--- src/rtl/dds_wr_arbiter.sv ---
`default_nettype none
// ============================================================================
// Module   : dds_wr_arbiter
// Purpose  : Round-robin arbiter placing three requesters onto a single DDS
//            register write engine. One transaction is in flight at a time.
//            Grant, address and data are latched at grant time, so requesters
//            may change their inputs once they have been granted.
// Ports    : clk, rst        - clock (rising edge), asynchronous active-high reset
//            req[2:0]        - per-requester request level
//            req_addr[23:0]  - 8-bit address slice per requester
//            req_data[95:0]  - 32-bit data slice per requester
//            done[2:0]       - one-cycle completion pulse to the owning requester
//            err[2:0]        - one-cycle timeout flag, coincident with done
//            rdata[31:0]     - wr_out captured at completion (0 on timeout)
//            wr_start        - one-cycle start pulse to the write engine
//            wr_addr/wr_data - latched address/data for the write engine
//            wr_done, wr_out - write-engine completion pulse and readback
//            busy, owner     - arbiter busy flag and granted requester index
// Config   : define DDS_WR_ARBITER_TIMEOUT_EN to compile in the WAIT watchdog
//            (TIMEOUT_CYCLES WAIT cycles, legal range 1..65535).
// Revision : 1.0 - initial release
// ============================================================================
module dds_wr_arbiter #(
  parameter int unsigned TIMEOUT_CYCLES = 1024
) (
  input  logic        clk,
  input  logic        rst,
  input  logic [2:0]  req,
  input  logic [23:0] req_addr,
  input  logic [95:0] req_data,
  output logic [2:0]  done,
  output logic [2:0]  err,
  output logic [31:0] rdata,
  output logic        wr_start,
  output logic [7:0]  wr_addr,
  output logic [31:0] wr_data,
  input  logic        wr_done,
  input  logic [31:0] wr_out,
  output logic        busy,
  output logic [1:0]  owner
);

  typedef enum logic [1:0] {
    S_IDLE  = 2'd0,
    S_ISSUE = 2'd1,
    S_WAIT  = 2'd2,
    S_RESP  = 2'd3
  } state_t;

  state_t      r_state;
  state_t      w_next;
  logic [1:0]  r_owner;
  logic [1:0]  r_last;
  logic [7:0]  r_wr_addr;
  logic [31:0] r_wr_data;
  logic [31:0] r_rdata;
  logic [1:0]  w_gidx;
  logic [7:0]  w_gaddr;
  logic [31:0] w_gdata;
  logic [2:0]  w_owner_oh;
  logic        w_timeout;

  assign w_owner_oh = 3'b001 << r_owner;
  assign owner      = r_owner;
  assign wr_addr    = r_wr_addr;
  assign wr_data    = r_wr_data;
  assign rdata      = r_rdata;

  // Round-robin search starting at (last+1) mod 3. Only meaningful when |req.
  always_comb begin
    w_gidx = 2'd0;
    case (r_last)
      2'd0:    w_gidx = req[1] ? 2'd1 : (req[2] ? 2'd2 : 2'd0);
      2'd1:    w_gidx = req[2] ? 2'd2 : (req[0] ? 2'd0 : 2'd1);
      default: w_gidx = req[0] ? 2'd0 : (req[1] ? 2'd1 : 2'd2);
    endcase
  end

  always_comb begin
    w_gaddr = req_addr[7:0];
    w_gdata = req_data[31:0];
    case (w_gidx)
      2'd1: begin
        w_gaddr = req_addr[15:8];
        w_gdata = req_data[63:32];
      end
      2'd2: begin
        w_gaddr = req_addr[23:16];
        w_gdata = req_data[95:64];
      end
      default: ;
    endcase
  end

`ifdef DDS_WR_ARBITER_TIMEOUT_EN
  localparam logic [15:0] c_TIMEOUT_LAST = 16'(TIMEOUT_CYCLES - 1);

  logic [15:0] r_wait_cnt;
  logic        r_timed_out;

  // Counter holds the number of WAIT cycles already elapsed; the abort fires
  // on the edge closing the TIMEOUT_CYCLES-th WAIT cycle.
  assign w_timeout = (r_wait_cnt == c_TIMEOUT_LAST);

  always_ff @(posedge clk or posedge rst) begin
    if (rst) begin
      r_wait_cnt  <= 16'd0;
      r_timed_out <= 1'b0;
    end else begin
      if (r_state == S_ISSUE) begin
        r_wait_cnt <= 16'd0;
      end else if (r_state == S_WAIT) begin
        r_wait_cnt <= r_wait_cnt + 16'd1;
      end
      // A real wr_done wins over a coincident timeout.
      if (r_state == S_WAIT) begin
        r_timed_out <= !wr_done && w_timeout;
      end
    end
  end

  assign err = ((r_state == S_RESP) && r_timed_out) ? w_owner_oh : 3'b000;
`else
  assign w_timeout = 1'b0;
  assign err       = 3'b000;
`endif

  always_ff @(posedge clk or posedge rst) begin
    if (rst) begin
      r_state <= S_IDLE;
    end else begin
      r_state <= w_next;
    end
  end

  always_comb begin
    w_next   = r_state;
    wr_start = 1'b0;
    done     = 3'b000;
    busy     = 1'b1;
    case (r_state)
      S_IDLE: begin
        busy = 1'b0;
        if (|req) begin
          w_next = S_ISSUE;
        end
      end
      S_ISSUE: begin
        wr_start = 1'b1;
        w_next   = S_WAIT;
      end
      S_WAIT: begin
        if (wr_done || w_timeout) begin
          w_next = S_RESP;
        end
      end
      S_RESP: begin
        done   = w_owner_oh;
        w_next = S_IDLE;
      end
      default: w_next = S_IDLE;
    endcase
  end

  // Datapath registers; last resets to 2 so requester 0 wins the first grant.
  always_ff @(posedge clk or posedge rst) begin
    if (rst) begin
      r_owner   <= 2'd0;
      r_last    <= 2'd2;
      r_wr_addr <= 8'd0;
      r_wr_data <= 32'd0;
      r_rdata   <= 32'd0;
    end else begin
      case (r_state)
        S_IDLE: begin
          if (|req) begin
            r_owner   <= w_gidx;
            r_wr_addr <= w_gaddr;
            r_wr_data <= w_gdata;
          end
        end
        S_WAIT: begin
          if (wr_done) begin
            r_rdata <= wr_out;
          end else if (w_timeout) begin
            r_rdata <= 32'd0;
          end
        end
        S_RESP: r_last <= r_owner;
        default: ;
      endcase
    end
  end

endmodule
`default_nettype wire

--- config.mk ---
export PLATFORM = sky130hd
export DESIGN_NAME = dds_wr_arbiter
export DESIGN_NICKNAME = d
export VERILOG_FILES = /design/src/rtl/dds_wr_arbiter.sv
export SDC_FILE = /design/constraint.sdc
export NUM_CORES = 1
export LEC_CHECK = 0
export BUFFER_PORTS_ARGS = -buffer_cell sky130_fd_sc_hd__buf_2
export CAP_MARGIN = 20
export CORE_UTILIZATION = 47
export CTS_CLUSTER_SIZE = 14
export DETAILED_ROUTE_END_ITERATION = 8
export PLACE_DENSITY = 0.95
export REMOVE_ABC_BUFFERS = 1
export SLEW_MARGIN = 40
export SYNTH_ARGS = -nofsm -noshare
export SYNTH_HDL_FRONTEND = slang
export SYNTH_SLANG_ARGS = --single-unit
--- constraint.sdc ---
create_clock -name clk -period 5.65 [get_ports clk]
set_input_delay 0.565 -clock clk [delete_from_list [all_inputs] [get_ports clk]]
set_output_delay 0.565 -clock clk [all_outputs]
set_load 0.01 [all_outputs]
==> flow_summary.json <==
{
  "grt_pass1_wl_um": 17200,
  "avgSynthCellArea_sq_um": 11.4,
  "post_cts_buffers": 0,
  "crit_type": "flip-flop to flip-flop",
  "clk_latency_ps": 340,
  "drt-total-wl_um": 11400,
  "power_density_nw_per_um2": 589,
  "path_cells": "nor2b_1 -> o2bb2ai_1 -> ha_1 -> buf_4 -> a221oi_1 -> o31ai_1",
  "ios": 240,
  "finalCriticalPeriod_ps": 2700,
  "grt_pass1_vias": 3554,
  "start_kind": "flip-flop",
  "start_util_pct": 49.8,
  "ys_ff_latch": 78,
  "grt_setup_unrepaired": "false",
  "htreeDepth": 3,
  "clockBufferDepth": 2,
  "tns_ps": 0,
  "synth_top_area_cell": "dfrtp_1",
  "required_ps": 5880,
  "crit-reg2reg-launch": "r_last[1]",
  "peakVddDrop_v": 0.000247,
  "port_buffers": 236,
  "fmax_mhz": 370,
  "setup_viol": 0,
  "first_pass_iters": 4,
  "cts_tree": "built",
  "cts_resized": 0,
  "synth_top_area_share_pct": 49.1,
  "cts_made_buffers": 9,
  "setup.worst_path.end_class": "flip-flop",
  "crit_start": "r_last[1]",
  "seq_area_frac_synth_pct": 49.7,
  "ys_types": 27,
  "instances_no_fill": 675,
  "slowest_delay_ps": 680,
  "cpMaxStageDelayCell": "ha_1",
  "clock_sinks": 78,
  "crit_fanout": 24,
  "power.total_mw": 3.16,
  "drv_slew": 0,
  "muxShareOfSynthArea_pct": 9.46,
  "status": "finished clean",
  "wl_per_cell_um": 16.9,
  "final-hold-violation-count": 0,
  "cts_root_buf": "clkbuf_8",
  "worstMarginPinSlew_ps": 773,
  "regToRegSetupSlack_ps": 2950,
  "place_congestion": 0.825,
  "rr_worst_depth": 6,
  "setup.worst_path.end": "wr_data[5]",
  "drive_gt1_share_pct": 55.0,
  "overflow": 0,
  "relSlewSlack_pct": 48.5,
  "drtIter0Drc": 117,
  "r2r-end": "wr_data[5]",
  "p_leak_nw": 2.70,
  "nets": 730,
  "yosys_warnings": 0,
  "synthXorXnorAreaFrac_pct": 0,
  "postRouteAntennaNets": 0,
  "maxCapViolCount": 0,
  "areaGrowthSynthToFinish_pct": 36.7,
  "netlist_instances": 344,
  "synth-adder-area-share_pct": 1.91,
  "dieArea_sq_um": 8720,
  "dp_cells": 657,
  "crit_arrival_ps": 2930,
  "core_sq_um": 7890,
  "synth_area_sq_um": 3930,
  "drc_errors": 0,
  "antenna_found_initial": 1,
  "grtUsageTotal_pct": 25.7,
  "synth_compound_area_share_pct": 21.5,
  "final_cell_area_sq_um": 5370,
  "hp-class": "input pin to async pin",
  "rows": 32,
  "dieWidth_um": 93.4,
  "viasPerCell": 5.51,
  "min_period_over_period_pct": 47.8,
  "ys_top_cells_by_area": "dfrtp_1 (49%), mux2_2 (9.5%), a221oi_1 (8.9%)",
  "clkTransAtPathRegs_ps": 90,
  "fin_util_pct": 68.1,
  "dpl_cell_area_sq_um": 5120,
  "grt_start_max_net_pins": 81,
  "synth_top_family_by_area": "compound AO/OA/AOI/OAI gates",
  "die_y_um": 93.4,
  "hold_buffers": 0,
  "skew_ps": 13.1,
  "synthSimpleGateAreaFrac_pct": 11.7,
  "dpl.hpwl_um": 8670,
  "vias": 3721
}
==> report_power, final <==
group / switching, mW / internal (mW)
Sequential: 0.159 / 0.844
Clock: 0.211 / 0.297
Combinational: 0.904 / 0.747
Total: 1.27 / 1.89
==> flip-flops by register name, indices dropped and copies added, names as in the netlist <==
name	flops
wr_data	32
r_last	2
rdata	32
owner	2
r_state	2
wr_addr	8
==> layout make-up <==
type / count / area, sq um
clock buffer: 9 / 124
antenna: 2 / 5.00
clock inverter: 7 / 120
multi-input combinational: 227 / 1790
inverter: 9 / 35.0
tap: 102 / 128
sequential: 78 / 1950
timing repair buffer: 241 / 1220
fill: 615 / 2520
==> cell usage after synthesis (all sizes together) <==
master    n
buf      16
nand2b    1
nor3b     1
o31a      1
inv       9
a32oi     1
conb      1
dfrtp    77
mux2     33
nor2      1
clkbuf   16
o21ai     4
ha        6
and3      1
dfstp     1
o31ai    41
nor2b    42
nand2    45
a2bb2oi   2
o2bb2ai   1
a221oi   40
o22a      1
a21oi     2
nor3      1
==> worst max-delay path, delay by kind of cell, from the launching register on <==
family	cells	cell delay [ps]
simple gates	1	270
compound gates	3	640
buf+inv	1	410
fa+ha+maj	1	680
flops	1	590
==> how the worst min path moves through the flow <==
stage	cells past startpoint	end
floorplan	2	r_last[1]
finish	2	wr_data[16]
global route	2	wr_data[19]
global placement	2	wr_addr[7]
detailed placement	2	wr_data[0]
CTS	2	wr_data[28]
==> cell usage in the layout (no fill, tap or decap), types with 2 or more instances in the layout <==
cell type / n
diode_2: 2
a21oi_1: 2
a221oi_1: 40
clkbuf_8: 9
mux2_2: 33
clkinv_2: 3
dfrtp_1: 77
nor2b_1: 42
a2bb2oi_1: 2
buf_2: 236
o31ai_2: 20
buf_4: 5
ha_1: 5
inv_1: 8
nand2_1: 45
o31ai_1: 20
bufinv_16: 3
conb_1: 3
o21ai_0: 4
==> stage by stage <==
| step | hold WS, ps | worst slack [ps] |
|---|---|---|
| after floorplan | 507 | 1250 |
| after global routing | 251 | 2830 |
| after global placement | 456 | 2830 |
| after CTS | 217 | 2980 |
| after detailed placement | 470 | 2790 |
| final | 215 | 2950 |
==> layer usage <==
layer  track usage [%]  vias to the layer above  wire, um
li1                  -                     1707         -
met1              29.4                     1789      4290
met2              45.8                      200      6040
met3              5.45                       25       792
met4              11.4                        0       273
met5                 0                        -         0
==> cell families after synthesis <==
group           after synthesis
compound gates               93
fa+ha+maj                     6
buf+inv                      41
flops                        78
mux                          33
other cells                   1
simple gates                 92
No activity file was read; power rests on OpenSTA's default activity.
